## src/rtl/cmd_sched_if.sv

```systemverilog
// Handshake bundle between UART_wrapper, cmd_sched and cmd_proc.
// The master modport is the environment side (UART, cmd_proc, host control);
// the slave modport is the scheduler itself.
interface cmd_sched_if #(
    parameter int DEPTH = 4
) ();
    logic [15:0]              in_cmd;
    logic                     in_rdy;
    logic                     in_clr;
    logic [15:0]              out_cmd;
    logic                     out_rdy;
    logic                     out_clr;
    logic                     abort;
    logic [$clog2(DEPTH):0]   count;
    logic                     dropped;

    modport master (
        output in_cmd, in_rdy, out_clr, abort,
        input  in_clr, out_cmd, out_rdy, count, dropped
    );

    modport slave (
        input  in_cmd, in_rdy, out_clr, abort,
        output in_clr, out_cmd, out_rdy, count, dropped
    );
endinterface

```

## src/rtl/cmd_sched.sv

```systemverilog
// Command scheduler: buffers UART command words in a small FIFO and presents
// the head word to cmd_proc with the cmd/cmd_rdy/clr_cmd_rdy handshake.
// A UART word stalled behind a full FIFO for STALL_MAX cycles is dropped.
//
//   state   | meaning
//   --------+------------------------------------------
//   S_EMPTY | no entries, out_rdy low
//   S_VALID | 0 < count < DEPTH, head word presented
//   S_FULL  | count == DEPTH, new UART words held off
module cmd_sched #(
    parameter int DEPTH     = 4,
    parameter int STALL_MAX = 1024
) (
    input logic         clk,
    input logic         rst_n,
    cmd_sched_if.slave  bus
);
    localparam int PW = $clog2(DEPTH);
    localparam int CW = PW + 1;
    localparam int SW = $clog2(STALL_MAX);

    typedef enum logic [1:0] {S_EMPTY, S_VALID, S_FULL} state_t;

    state_t             r_state;
    logic [15:0]        r_mem [DEPTH];
    logic [PW-1:0]      r_wr_ptr;
    logic [PW-1:0]      r_rd_ptr;
    logic [CW-1:0]      r_count;
    logic [SW-1:0]      r_stall_cnt;
    logic [15:0]        r_out_cmd;
    logic               r_out_rdy;
    logic               r_dropped;

    logic               w_full;
    logic               w_push;
    logic               w_stall;
    logic               w_stall_tc;
    logic               w_pop;
    logic [PW-1:0]      w_wr_next;
    logic [PW-1:0]      w_rd_next;
    logic [CW-1:0]      w_count_next;
    logic [15:0]        w_head_next;

    // Full is judged on the pre-pop state, so a pop and a stalled push in the
    // same cycle resolve as pop now, push on the following cycle.
    assign w_full       = (r_state == S_FULL);
    assign w_push       = bus.in_rdy & ~w_full & ~bus.abort;
    assign w_stall      = bus.in_rdy & w_full & ~bus.abort;
    assign w_stall_tc   = w_stall & (r_stall_cnt == SW'(STALL_MAX - 1));
    assign w_pop        = bus.out_clr & r_out_rdy & ~bus.abort;
    assign w_wr_next    = r_wr_ptr + PW'(w_push);
    assign w_rd_next    = r_rd_ptr + PW'(w_pop);
    assign w_count_next = r_count + CW'(w_push) - CW'(w_pop);

    // The next head bypasses the memory when it is the word being written now
    // (push into empty, or push+pop with a single entry held).
    assign w_head_next  = (w_push && (r_wr_ptr == w_rd_next)) ? bus.in_cmd
                                                              : r_mem[w_rd_next];

    // Accepted, dropped-by-timeout and aborted words all release the UART.
    assign bus.in_clr   = w_push | w_stall_tc | (bus.abort & bus.in_rdy);
    assign bus.out_cmd  = r_out_cmd;
    assign bus.out_rdy  = r_out_rdy;
    assign bus.count    = r_count;
    assign bus.dropped  = r_dropped;

    // Storage write on accepted push; contents need no reset.
    always_ff @(posedge clk) begin
        if (w_push) begin
            r_mem[r_wr_ptr] <= bus.in_cmd;
        end
    end

    // Queue control FSM with pointers, occupancy, stall timer and outputs.
    always_ff @(posedge clk or negedge rst_n) begin
        if (!rst_n) begin
            r_state     <= S_EMPTY;
            r_wr_ptr    <= '0;
            r_rd_ptr    <= '0;
            r_count     <= '0;
            r_stall_cnt <= '0;
            r_out_cmd   <= '0;
            r_out_rdy   <= 1'b0;
            r_dropped   <= 1'b0;
        end else if (bus.abort) begin
            r_state     <= S_EMPTY;
            r_wr_ptr    <= '0;
            r_rd_ptr    <= '0;
            r_count     <= '0;
            r_stall_cnt <= '0;
            r_out_rdy   <= 1'b0;
            r_dropped   <= 1'b0;
        end else begin
            r_wr_ptr  <= w_wr_next;
            r_rd_ptr  <= w_rd_next;
            r_count   <= w_count_next;
            r_out_rdy <= (w_count_next != '0);
            if (w_count_next != '0) begin
                r_out_cmd <= w_head_next;
            end

            if (!w_stall || w_stall_tc) begin
                r_stall_cnt <= '0;
            end else begin
                r_stall_cnt <= r_stall_cnt + SW'(1);
            end
            if (w_stall_tc) begin
                r_dropped <= 1'b1;
            end

            case (r_state)
                S_EMPTY: begin
                    if (w_push) begin
                        r_state <= S_VALID;
                    end
                end
                S_VALID: begin
                    if (w_push && !w_pop && (r_count == CW'(DEPTH - 1))) begin
                        r_state <= S_FULL;
                    end else if (w_pop && !w_push && (r_count == CW'(1))) begin
                        r_state <= S_EMPTY;
                    end
                end
                S_FULL: begin
                    if (w_pop) begin
                        r_state <= S_VALID;
                    end
                end
                default: r_state <= S_EMPTY;
            endcase
        end
    end
endmodule

```

## src/flat_wrapper.sv

```systemverilog
// flat-port wrapper written by rule: the top's interface ports become plain ports
module cmd_sched_flat 
#(
    parameter int DEPTH     = 4,
    parameter int STALL_MAX = 1024
)
  (clk, rst_n, bus_in_cmd, bus_in_rdy, bus_out_clr, bus_abort, bus_in_clr, bus_out_cmd, bus_out_rdy, bus_count, bus_dropped);
  cmd_sched_if #(.DEPTH(DEPTH)) bus_i ();
  input logic clk;
  input logic rst_n;
  input wire logic [$bits(bus_i.in_cmd)-1:0] bus_in_cmd;
  input wire logic [$bits(bus_i.in_rdy)-1:0] bus_in_rdy;
  input wire logic [$bits(bus_i.out_clr)-1:0] bus_out_clr;
  input wire logic [$bits(bus_i.abort)-1:0] bus_abort;
  output wire logic [$bits(bus_i.in_clr)-1:0] bus_in_clr;
  output wire logic [$bits(bus_i.out_cmd)-1:0] bus_out_cmd;
  output wire logic [$bits(bus_i.out_rdy)-1:0] bus_out_rdy;
  output wire logic [$bits(bus_i.count)-1:0] bus_count;
  output wire logic [$bits(bus_i.dropped)-1:0] bus_dropped;
  assign bus_i.in_cmd = bus_in_cmd;
  assign bus_i.in_rdy = bus_in_rdy;
  assign bus_i.out_clr = bus_out_clr;
  assign bus_i.abort = bus_abort;
  assign bus_in_clr = bus_i.in_clr;
  assign bus_out_cmd = bus_i.out_cmd;
  assign bus_out_rdy = bus_i.out_rdy;
  assign bus_count = bus_i.count;
  assign bus_dropped = bus_i.dropped;
  cmd_sched #(.DEPTH(DEPTH), .STALL_MAX(STALL_MAX)) u_core (.clk(clk), .rst_n(rst_n), .bus(bus_i));
endmodule
```

## config.mk

```make
export PLATFORM = sky130hd
export DESIGN_NAME = cmd_sched_flat
export DESIGN_NICKNAME = d
export VERILOG_FILES = /design/src/rtl/cmd_sched_if.sv /design/src/rtl/cmd_sched.sv /design/src/flat_wrapper.sv
export SDC_FILE = /design/constraint.sdc
export NUM_CORES = 1
export LEC_CHECK = 0
export BUFFER_PORTS_ARGS = -buffer_cell sky130_fd_sc_hd__buf_2
export CAP_MARGIN = 10
export CORE_UTILIZATION = 49
export CTS_CLUSTER_DIAMETER = 100
export DETAILED_ROUTE_END_ITERATION = 12
export MAX_ROUTING_LAYER = met4
export PLACE_DENSITY_LB_ADDON = 0.08
export REMOVE_ABC_BUFFERS = 1
export SYNTH_ARGS = -nofsm -noshare
export SYNTH_HDL_FRONTEND = slang
export SYNTH_SLANG_ARGS = --single-unit
```

## constraint.sdc

```tcl
create_clock -name clk -period 7.1 [get_ports clk]
set_input_delay 0.71 -clock clk [delete_from_list [all_inputs] [get_ports clk]]
set_output_delay 0.71 -clock clk [all_outputs]
set_load 0.01 [all_outputs]
```

==> impl_summary.log, run 1 <==
INFO  metric cts_num_sinks = 101
INFO  metric hold_path.class = in2async
INFO  metric post_synth_main_area_contributors = sky130_fd_sc_hd__edfxtp_1 40%, sky130_fd_sc_hd__dfrtp_1 19%, sky130_fd_sc_hd__mux2i_1 13%
INFO  metric crit_type = reg2reg
INFO  metric post_drt_wl_per_cell = 18.6 um
INFO  metric worst_path_max_delay_cell = sky130_fd_sc_hd__fa_1
INFO  metric postPlaceCellArea = 5120 um^2
INFO  metric grt-ovfl-total = 0
INFO  metric synthToLayoutAreaGrowth = 10.5%
INFO  metric critical_path_buf_inv_count = 1
INFO  metric cap_violations = 0
INFO  metric final_cells = 491
INFO  metric dp_hpwl = 5980 um
INFO  metric timing.clock.skew = 0.0165 ns
INFO  metric wl_met3 = 190 um
INFO  metric synth_top_cell_area_share = 0.398
INFO  metric ctsResizeCount = 0
INFO  metric number_of_buffers_added_for_setup_after_cts = 0
INFO  metric rsz_0062_raised_after_global_routing = no
INFO  metric initial_core_util = 0.515
INFO  metric netlist_area = 4820 um^2
INFO  metric cts_tree = done
INFO  metric die_y = 101 um
INFO  metric antenna_left = 0
INFO  metric required_time_of_the_critical_path = 7.34 ns
INFO  metric synth_cell_types = 43
INFO  metric clock-root-buffer = sky130_fd_sc_hd__clkbuf_8
INFO  metric synth-seq-cells = 101
INFO  metric wl_met2 = 4480 um
INFO  metric gp_routability_congestion = 0.801
INFO  metric worst_pin_slew = 0.956 ns
INFO  metric cts.path.max_buffers = 2
INFO  metric synth-main-ff-cell = sky130_fd_sc_hd__edfxtp_1
INFO  metric arrival_time_worst_endpoint = 3.55 ns
INFO  metric postSynth.asyncResetShare = 0.366
INFO  metric grtUsageTotal = 0.201
INFO  metric numPortBuffers = 42
INFO  metric power.ir.vdd_worst = 162 uV
INFO  metric drc_errors = 0
INFO  metric cellLeakagePower = 0.00195 uW
INFO  metric path_max_fanout = 19
INFO  metric min_period_over_period = 0.465
INFO  metric routed_vias = 2753
INFO  metric syn-mean-instance-area = 15.3 um^2
INFO  metric cpLargestDelayFamily = compound AO/OA/AOI/OAI gates
INFO  metric synth_enable_flop_cells = 64
INFO  metric wire_length_of_the_first_global_routing_pass = 14700 um
INFO  metric post_cts_hold_buffer_count = 0
INFO  metric relSlewSlack = 0.363
INFO  metric timing.final.max_slew_violations = 0
INFO  metric detail_route.vias_per_cell = 5.61
INFO  metric die-area = 10200 um^2
INFO  metric drive_above_1_share = 0.232
INFO  metric power.density_cell_area = 297 nW/um^2
INFO  metric clk_transition_reported_paths = 0.10 ns
INFO  metric floorplan.core_area = 9370 um^2
INFO  metric wl = 9150 um
INFO  metric startpoint_type = flip-flop
INFO  metric maxClockFrequency = 303 MHz
INFO  metric netlist_instances = 316
INFO  metric first_global_vias = 2847
INFO  metric final-hold-violation-count = 0
INFO  metric dr.max_layer_used = met4
INFO  metric clock_tree.htree_level_count = 3
INFO  metric count_of_warnings_emitted_by_yosys = 0
INFO  metric setup_viol_count_final = 0
INFO  metric metal_1_wl = 4370 um
INFO  metric cts_buffers = 9
INFO  metric crit_path_end_kind = flip-flop
INFO  metric grt_max_degree = 41
INFO  metric finalSetupTns = 0 ns
INFO  metric synth.yosys.seq_area_share = 0.590
INFO  metric antenna_found_initial = 0
INFO  metric placementRows = 35
INFO  metric clk-insertion-delay-late = 0.37 ns
INFO  metric detail_route.first_pass.iterations = 4
INFO  metric synthDominantAreaCellType = sky130_fd_sc_hd__edfxtp_1
INFO  metric critical-path-max-stage-delay = 0.50 ns
INFO  metric drtIter0Drc = 114
INFO  metric period_minus_slack = 3.30 ns
INFO  metric layout_cell_area_excl_fill = 5330 um^2
INFO  metric fill_cells = 790
INFO  metric boundaryPins = 43
INFO  metric cells_along_the_critical_path = nand2_2, nor2_8, xor2_1, ha_1, inv_1, fa_1, nand2b_1, o21ai_4, a31o_4, nor2_1, a221o_1
INFO  metric die_width = 101 um
INFO  metric status = finished, final reports clean
INFO  metric antenna_cells_inserted = 0
INFO  metric nNetsFinal = 382
INFO  metric place_inst = 475
placed cells by master, fill, tap and decap left out, types with 7 or more instances in the layout:
master and instances:
sky130_fd_sc_hd__dfrtp_1 36, sky130_fd_sc_hd__xnor2_1 9, sky130_fd_sc_hd__nor2_1 33, sky130_fd_sc_hd__xor2_1 7
sky130_fd_sc_hd__clkbuf_8 10, sky130_fd_sc_hd__buf_2 42, sky130_fd_sc_hd__mux2i_1 64, sky130_fd_sc_hd__nand3_1 7
sky130_fd_sc_hd__mux4_2 10, sky130_fd_sc_hd__a221o_1 16, sky130_fd_sc_hd__edfxtp_1 64
per-stage QoR:
step	power, uW	utilization	hold slack [ns]	setup WS (ns)
after floorplan	1090	-	0.414	3.57
after global placement	1210	0.546	0.481	3.51
after detailed placement	1220	0.546	0.481	3.38
after CTS	1600	0.569	0.473	3.75
after global routing	1670	0.569	0.514	3.54
final	1590	0.569	0.455	3.80
Yosys cell counts, types with 3 or more instances:
library cell and instances:
sky130_fd_sc_hd__a221o_1 16, sky130_fd_sc_hd__and3_1 3, sky130_fd_sc_hd__buf_2 4, sky130_fd_sc_hd__buf_6 7
sky130_fd_sc_hd__clkbuf_1 3, sky130_fd_sc_hd__dfrtp_1 37, sky130_fd_sc_hd__edfxtp_1 64, sky130_fd_sc_hd__ha_1 3
sky130_fd_sc_hd__inv_1 3, sky130_fd_sc_hd__mux2i_1 64, sky130_fd_sc_hd__mux4_1 6, sky130_fd_sc_hd__mux4_2 10
sky130_fd_sc_hd__nand2_1 5, sky130_fd_sc_hd__nand2b_1 3, sky130_fd_sc_hd__nand3_1 7, sky130_fd_sc_hd__nor2_1 33
sky130_fd_sc_hd__nor2b_1 3, sky130_fd_sc_hd__nor3_1 3, sky130_fd_sc_hd__xnor2_1 9, sky130_fd_sc_hd__xor2_1 7
report_power, final:
group	switching [uW]	total (uW)	internal, uW
Sequential	74.4	766	692
Clock	204	383	179
Combinational	210	436	226
flip-flops by register name, summed over array words and instances (netlist names):
signal              cells
u_core.r_stall_cnt     10
u_core.r_state          2
u_core.r_mem           64
u_core.bus.out_cmd     16
u_core.r_rd_ptr         2
u_core.r_wr_ptr         2
u_core.bus.out_rdy      1
u_core.bus.count        3
u_core.bus.dropped      1
cell families (layout without fill, tap and decap cells):
group           count (synthesis)  count (layout)  share of synthesized area
compound gates                 26              26                     0.0539
xor+xnor                       17              17                     0.0340
fa+ha+maj                       4               4                     0.0119
buf+inv                        21              67                     0.0290
flops                         101             101                      0.590
mux                            80              80                      0.212
simple gates                   67              67                     0.0687
cell type report:
| class | count | area [um^2] | share of cell area |
|---|---|---|---|
| Clock buffer | 10 | 138 | 0.0258 |
| Clock inverter | 6 | 73.8 | 0.0138 |
| Inverter | 5 | 18.8 | 0.00352 |
| Multi-Input combinational cell | 194 | 1850 | 0.346 |
| Sequential cell | 101 | 2850 | 0.535 |
| Tap cell | 129 | 161 | 0.0303 |
| Timing Repair Buffer | 46 | 240 | 0.0451 |
layer usage:
metal | up-vias | track usage
met5 | - | -
met3 | 12 | 0.0242
met4 | 0 | 0.0647
met2 | 45 | 0.319
met1 | 1393 | 0.272
li1 | 1303 | -
path summary, 6_finish.rpt:
check	from	to	slack (ns)	depth (start not counted)
worst min-delay path	rst_n	u_core.r_stall_cnt[1]	0.46	1
max in group asynchronous	rst_n	u_core.r_rd_ptr[0]	6.00	1
min in group clk	u_core.r_stall_cnt[0]	u_core.r_stall_cnt[0]	0.49	1
worst max-delay path	u_core.bus.out_rdy	u_core.bus.out_cmd[10]	3.80	11
worst min register to register	u_core.r_stall_cnt[0]	u_core.r_stall_cnt[0]	0.49	1
worst max register to register	u_core.bus.out_rdy	u_core.bus.out_cmd[10]	3.80	11
Power figures use the tool's default switching activity.
==> run 2: changes to the inputs <==
==> constraint.sdc (replaced) <==
create_clock -name clk -period 3.3 [get_ports clk]
set_input_delay 0.33 -clock clk [delete_from_list [all_inputs] [get_ports clk]]
set_output_delay 0.33 -clock clk [all_outputs]
set_load 0.01 [all_outputs]
==> run 2 against run 1 <==
Effect of this change:
- via count down 0.22%
- maximum frequency up 20%
- combinational power up 130%
- largest power group unchanged
- clock power up 92%
==> impl_summary.log, run 2 (synthesis gave the netlist of run 1 again) <==
INFO  metric status = finished, final reports clean (unchanged)
INFO  metric clock_tree.htree_level_count = 3 (unchanged)
INFO  metric power.ir.vdd_worst = 294 uV (was 162 uV)
INFO  metric post_cts_hold_buffer_count = 0 (unchanged)
INFO  metric timing.clock.skew = 0.0197 ns (was 0.0165 ns)
INFO  metric timing.final.max_slew_violations = 0 (unchanged)
INFO  metric grt_max_degree = 41 (unchanged)
INFO  metric die_y = 101 um (unchanged)
INFO  metric crit_path_end_kind = flip-flop (unchanged)
INFO  metric nNetsFinal = 389 (was 382)
INFO  metric numPortBuffers = 42 (unchanged)
INFO  metric power.clock.fraction = 0.219 (was 0.242)
INFO  metric startpoint_type = flip-flop (unchanged)
INFO  metric total_power = 3350 uW (was 1590 uW)
INFO  metric finalWorstSetupSlack = 0.548 ns (was 3.80 ns)
INFO  metric multiInputGateArea = 1850 um^2 (unchanged)
INFO  metric path_max_fanout = 16 (was 19)
INFO  metric min_period_over_period = 0.834 (was 0.465)
INFO  metric routed_vias = 2747 (was 2753)
INFO  metric setup_viol_count_final = 0 (unchanged)
INFO  metric clk-insertion-delay-late = 0.37 ns (about the same)
INFO  metric final-hold-violation-count = 0 (unchanged)
INFO  metric crit_type = reg2reg (unchanged)
INFO  metric synthToLayoutAreaGrowth = 11.3% (was 10.5%)
INFO  metric clock-root-buffer = sky130_fd_sc_hd__clkbuf_8 (unchanged)
INFO  metric cellLeakagePower = 0.00197 uW (was 0.00195 uW)
INFO  metric floorplan.core_area = 9370 um^2 (unchanged)
INFO  metric cellInternalPower = 2280 uW (was 1100 uW)
INFO  metric cts_tree = done (unchanged)
INFO  metric initial_core_util = 0.515 (unchanged)
INFO  metric relSlewSlack = 0.417 (was 0.363)
INFO  metric antenna_left = 0 (unchanged)
INFO  metric reg2reg_depth = 11 (unchanged)
INFO  metric detail_route.first_pass.iterations = 4 (unchanged)
INFO  metric r2r_slack = 0.55 ns (was 3.80 ns)
INFO  metric postPlaceCellArea = 5180 um^2 (was 5120 um^2)
INFO  metric drc_errors = 0 (unchanged)
INFO  metric reg2reg_from = u_core.r_state[0] (was u_core.bus.out_rdy)
INFO  metric required_time_of_the_critical_path = 3.55 ns (was 7.34 ns)
INFO  metric r2r_end = u_core.bus.out_cmd[13] (was u_core.bus.out_cmd[10])
INFO  metric wire_length_of_the_first_global_routing_pass = 14900 um (was 14700 um)
INFO  metric arrival_time_worst_endpoint = 3.00 ns (was 3.55 ns)
INFO  metric wl = 9150 um (unchanged)
INFO  metric boundaryPins = 43 (unchanged)
INFO  metric worst_pin_slew = 0.875 ns (was 0.956 ns)
INFO  metric register_name_with_the_most_flops = u_core.r_mem (unchanged)
INFO  metric register_area = 2850 um^2 (unchanged)
INFO  metric maxClockFrequency = 363 MHz (was 303 MHz)
INFO  metric ctsResizeCount = 0 (unchanged)
INFO  metric die_width = 101 um (unchanged)
INFO  metric fill_cells = 783 (was 790)
INFO  metric rsz_0062_raised_after_global_routing = no (unchanged)
INFO  metric crit_start = u_core.r_state[0] (was u_core.bus.out_rdy)
INFO  metric number_of_buffers_added_for_setup_after_cts = 0 (unchanged)
INFO  metric dp_worst_setup_slack = 0.489 ns (was 3.38 ns)
INFO  metric cts.path.max_buffers = 2 (unchanged)
INFO  metric detail_route.vias_per_cell = 5.52 (was 5.61)
INFO  metric hold_path.class = in2async (unchanged)
INFO  metric cts_num_sinks = 101 (unchanged)
INFO  metric power_frac_comb = 0.304 (was 0.275)
INFO  metric grtUsageTotal = 0.204 (was 0.201)
INFO  metric antenna_found_initial = 0 (unchanged)
INFO  metric largest_register_ff_count = 64 (unchanged)
INFO  metric net-switching-power = 1060 uW (was 489 uW)
INFO  metric antenna_cells_inserted = 0 (unchanged)
INFO  metric drive_above_1_share = 0.247 (was 0.232)
INFO  metric drtIter0Drc = 90 (was 114)
INFO  metric cts_buffers = 9 (unchanged)
INFO  metric grt-ovfl-total = 0 (unchanged)
INFO  metric p_seq_frac = 0.477 (was 0.483)
INFO  metric placementRows = 35 (unchanged)
INFO  metric gp_routability_congestion = 0.813 (was 0.801)
INFO  metric dp_hpwl = 5740 um (was 5980 um)
INFO  metric period_minus_slack = 2.75 ns (was 3.30 ns)
INFO  metric die-area = 10200 um^2 (unchanged)
INFO  metric power.density_cell_area = 624 nW/um^2 (was 297 nW/um^2)
INFO  metric swShare = 0.318 (was 0.308)
INFO  metric layout_cell_area_excl_fill = 5370 um^2 (was 5330 um^2)
INFO  metric cap_violations = 0 (unchanged)
INFO  metric post_drt_wl_per_cell = 18.4 um (was 18.6 um)
INFO  metric first_global_vias = 2912 (was 2847)
INFO  metric layout.cells.most_common_list = 64 x sky130_fd_sc_hd__mux2i_1, 64 x sky130_fd_sc_hd__edfxtp_1, 42 x sky130_fd_sc_hd__buf_2 (unchanged)
INFO  metric clk_transition_reported_paths = 0.11 ns (was 0.10 ns)
==> run 2: cell count changes in the layout (fill, tap and decap cells not counted), sizes merged <==
cell	delta
clkinv	+4
bufinv	-1
buf	+7
inv	-3
clkinvlp	+1
clkbuf	-1
==> run 2: stage by stage <==
step / instances / setup TNS, ns / utilization / hold slack, ns
finish: 498 / 0 / 0.573 / 0.0737
global route: 498 / 0 / 0.573 / 0.154
CTS: 498 / 0 / 0.573 / 0.0933
detailed placement: 482 / 0 / 0.553 / 0.478
global placement: 482 / 0 / 0.553 / 0.478
floorplan: 300 / -3.68 / - / 0.0344
==> run 2: critical path: stages (launching register included) <==
cell	delay, ns
sky130_fd_sc_hd__dfrtp_1	0.39
sky130_fd_sc_hd__nand2b_1	0.22
sky130_fd_sc_hd__nand3_1	0.19
sky130_fd_sc_hd__inv_2	0.17
sky130_fd_sc_hd__ha_1	0.16
sky130_fd_sc_hd__inv_1	0.05
sky130_fd_sc_hd__fa_1	0.52
sky130_fd_sc_hd__nand2b_1	0.10
sky130_fd_sc_hd__o21ai_4	0.22
sky130_fd_sc_hd__a31o_4	0.27
sky130_fd_sc_hd__nor2_1	0.09
sky130_fd_sc_hd__a221o_1	0.27
==> run 2: worst max path at each step <==
| stage | to | cells after the start | slack [ns] |
|---|---|---|---|
| after floorplan | u_core.bus.out_cmd[0] | 5 | -0.23 |
| after global placement | u_core.bus.out_cmd[3] | 12 | 0.59 |
| after detailed placement | u_core.bus.out_cmd[9] | 12 | 0.49 |
| after CTS | u_core.bus.out_cmd[13] | 11 | 0.52 |
| after global routing | u_core.bus.out_cmd[13] | 11 | 0.33 |
| final | u_core.bus.out_cmd[13] | 11 | 0.55 |
==> run 2: cell type report <==
type	instances	share of cell area
multi-input combinational	194	0.344
timing repair buffer	53	0.0569
inverter	5	0.00350
sequential	101	0.531
tap	129	0.0301
clock buffer	9	0.0231
clock inverter	7	0.0112
==> run 2: power by group through the flow <==
stage          Combinational (uW)  Clock (uW)  Sequential, uW
5_1_grt                      1110         797            1620
3_3_place_gp                  999           0            1630
3_5_place_dp                 1030           0            1630
4_1_cts                      1030         748            1600
6_report                     1020         734            1600
2_1_floorplan                 614           0            1730
==> run 2: layer usage <==
metal / track usage / wire (um) / up-vias
met3: 0.0269 / 338 / 11
li1: - / - / 1311
met5: - / 0 / -
met4: 0.0602 / 120 / 0
met2: 0.333 / 4410 / 51
met1: 0.269 / 4280 / 1374
==> run 3: changes to the inputs <==
==> constraint.sdc (replaced) <==
create_clock -name clk -period 2.3 [get_ports clk]
set_input_delay 0.23 -clock clk [delete_from_list [all_inputs] [get_ports clk]]
set_output_delay 0.23 -clock clk [all_outputs]
set_load 0.01 [all_outputs]
==> run 3 against run 2 <==
Effect of this change:
- the run now ends with setup timing left
- sequential power increased by 42%
- critical path depth increased by 1
- clock skew decreased by 0.012 ns
- via count increased by 7.7%
- clock power increased by 54%
- routed wire length increased by 4.6%
- combinational power increased by 68%
- design area increased by 5.2%
- setup slack got worse by 0.75 ns
- maximum frequency increased by 10%
- largest cell class unchanged
==> impl_summary.log, run 3 (synthesis gave the netlist of run 1 again) <==
INFO  metric status = complete, but fails checks (was finished, final reports clean)
INFO  metric violations = setup timing
INFO  metric min_period_over_period = 1.09 (was 0.834)
INFO  metric finalWorstSetupSlack = -0.199 ns (was 0.548 ns)
INFO  metric first_global_vias = 3028 (was 2912)
INFO  metric layout.cells.most_common_list = 64 x sky130_fd_sc_hd__mux2i_1, 64 x sky130_fd_sc_hd__edfxtp_1, 42 x sky130_fd_sc_hd__buf_2 (unchanged)
INFO  metric relSlewSlack = 0.627 (was 0.417)
INFO  metric grt_max_degree = 65 (was 41)
INFO  metric place_inst = 500 (was 482)
INFO  metric clk-insertion-delay-late = 0.36 ns (was 0.37 ns)
INFO  metric hold_path.class = in2reg (was in2async)
INFO  metric drive_above_1_share = 0.301 (was 0.247)
INFO  metric antenna_left = 0 (unchanged)
INFO  metric detail_route.first_pass.iterations = 4 (unchanged)
INFO  metric initial_core_util = 0.515 (unchanged)
INFO  metric path_max_fanout = 16 (unchanged)
INFO  metric final_cells = 524 (was 498)
INFO  metric clock_tree.htree_level_count = 3 (unchanged)
INFO  metric antenna_cells_inserted = 0 (unchanged)
INFO  metric clock-root-buffer = sky130_fd_sc_hd__clkbuf_8 (unchanged)
INFO  metric nNetsFinal = 415 (was 389)
INFO  metric worst_pin_slew = 0.555 ns (was 0.875 ns)
INFO  metric timing.final.max_slew_violations = 0 (unchanged)
INFO  metric die_y = 101 um (unchanged)
INFO  metric power.density_cell_area = 904 nW/um^2 (was 624 nW/um^2)
INFO  metric gp_routability_congestion = 0.759 (was 0.813)
INFO  metric period_minus_slack = 2.50 ns (was 2.75 ns)
INFO  metric clk_transition_reported_paths = 0.09 ns (was 0.11 ns)
INFO  metric drtIter0Drc = 131 (was 90)
INFO  metric register_name_with_the_most_flops = u_core.r_mem (unchanged)
INFO  metric antenna_found_initial = 0 (unchanged)
INFO  metric power.ir.vdd_worst = 481 uV (was 294 uV)
INFO  metric numPortBuffers = 42 (unchanged)
INFO  metric required_time_of_the_critical_path = 2.54 ns (was 3.55 ns)
INFO  metric cts.path.max_buffers = 2 (unchanged)
INFO  metric fill_cells = 796 (was 783)
INFO  metric final-hold-violation-count = 0 (unchanged)
INFO  metric rsz_0062_raised_after_global_routing = yes (was no)
INFO  metric largest_register_ff_count = 64 (unchanged)
INFO  metric placementRows = 35 (unchanged)
INFO  metric arrival_time_worst_endpoint = 2.74 ns (was 3.00 ns)
INFO  metric synthToLayoutAreaGrowth = 17.0% (was 11.3%)
INFO  metric post_drt_wl_per_cell = 18.3 um (was 18.4 um)
INFO  metric finalSetupTns = -3.00 ns (was 0 ns)
INFO  metric dp_hpwl = 6230 um (was 5740 um)
INFO  metric drc_errors = 0 (unchanged)
INFO  metric detail_route.vias_per_cell = 5.65 (was 5.52)
INFO  metric cts_num_sinks = 101 (unchanged)
INFO  metric wl = 9560 um (was 9150 um)
INFO  metric floorplan.core_area = 9370 um^2 (unchanged)
INFO  metric crit_path_end_kind = flip-flop (unchanged)
INFO  metric timing.clock.skew = 0.00738 ns (was 0.0197 ns)
INFO  metric startpoint_type = flip-flop (unchanged)
INFO  metric die-area = 10200 um^2 (unchanged)
INFO  metric grt-ovfl-total = 0 (unchanged)
INFO  metric cts_buffers = 9 (unchanged)
INFO  metric wire_length_of_the_first_global_routing_pass = 15400 um (was 14900 um)
INFO  metric boundaryPins = 43 (unchanged)
INFO  metric cts_tree = done (unchanged)
INFO  metric cellLeakagePower = 0.00212 uW (was 0.00197 uW)
INFO  metric grtUsageTotal = 0.214 (was 0.204)
INFO  metric cap_violations = 0 (unchanged)
INFO  metric die_width = 101 um (unchanged)
INFO  metric crit_type = reg2reg (unchanged)
INFO  metric setup_viol_count_final = 16 (was 0)
INFO  metric routed_vias = 2958 (was 2747)
INFO  metric total_power = 5110 uW (was 3350 uW)
INFO  metric maxClockFrequency = 400 MHz (was 363 MHz)
run 3: changes by cell type in the layout (fill, tap and decap cells not counted), sizes merged:
cell	before	now
clkbuf	9	13
buf	53	77
inv	7	6
clkinv	4	1
a31o	1	2
dlygate4sd3	0	1
run 3: critical path: stages (launching register included):
cell and delay, ns:
sky130_fd_sc_hd__dfrtp_1 0.37, sky130_fd_sc_hd__nand2_2 0.10, sky130_fd_sc_hd__nor2_8 0.10, sky130_fd_sc_hd__xor2_1 0.15, sky130_fd_sc_hd__ha_2 0.19, sky130_fd_sc_hd__inv_2 0.03, sky130_fd_sc_hd__fa_2 0.32, sky130_fd_sc_hd__xor3_1 0.25
sky130_fd_sc_hd__o21ai_4 0.24, sky130_fd_sc_hd__buf_6 0.14, sky130_fd_sc_hd__nor2_4 0.04, sky130_fd_sc_hd__buf_12 0.15, sky130_fd_sc_hd__a221o_1 0.30
run 3: metal layers:
metal,wire length [um],GRT usage,part of all wire
met2,4840,0.358,0.51
met1,4200,0.261,0.44
met3,327,0.0435,0.034
met4,191,0.0713,0.020
met5,0,-,0
run 3: area by class of cell:
cell class / instances / area, um^2 / area share
sequential: 101 / 2850 / 0.505
inverter: 5 / 18.8 / 0.00332
clock buffer: 13 / 181 / 0.0321
multi-input combinational: 195 / 1890 / 0.335
tap: 129 / 161 / 0.0286
clock inverter: 3 / 25.0 / 0.00443
timing repair buffer: 78 / 519 / 0.0920
run 3: final timing paths:
kind                                             from                    end  slack (ns)  cells after the start
worst max-delay path               u_core.bus.out_rdy  u_core.bus.out_cmd[2]       -0.20                     12
worst min-delay path                    bus_in_cmd[5]     u_core.r_mem[3][5]        0.10                      1
worst max register to register     u_core.bus.out_rdy  u_core.bus.out_cmd[2]       -0.20                     12
worst min register to register  u_core.r_stall_cnt[0]  u_core.r_stall_cnt[0]        0.49                      1
max in group asynchronous                       rst_n  u_core.bus.out_cmd[0]        1.31                      3
min in group asynchronous                       rst_n    u_core.bus.count[2]        0.32                      2
run 3: power by group:
part / internal [uW] / total, uW / switching [uW]
Clock: 533 / 1130 / 594
Combinational: 880 / 1710 / 828
Sequential: 2140 / 2270 / 136
Total: 3550 / 5110 / 1560
run 3: repair_timing:
action                                  CTS  global route
resized for setup                         9             2
hold buffers                              1             0
endpoints found under the setup margin   16            16
hold endpoints to repair                 14             0
buffers inserted                          4             3
cloned                                    1             0
pin swaps                                 2             2
run 3: metrics by stage:
stage | setup slack, ns | area (um^2) | utilization | hold slack, ns
3_3_place_gp | -0.274 | 5320 | 0.568 | 0.171
5_1_grt | -0.308 | 5650 | 0.603 | 0.0786
6_report | -0.199 | 5650 | 0.603 | 0.104
3_5_place_dp | -0.353 | 5320 | 0.568 | 0.176
4_1_cts | -0.217 | 5600 | 0.598 | 0.0851
2_1_floorplan | -1.23 | 4700 | - | -0.0656
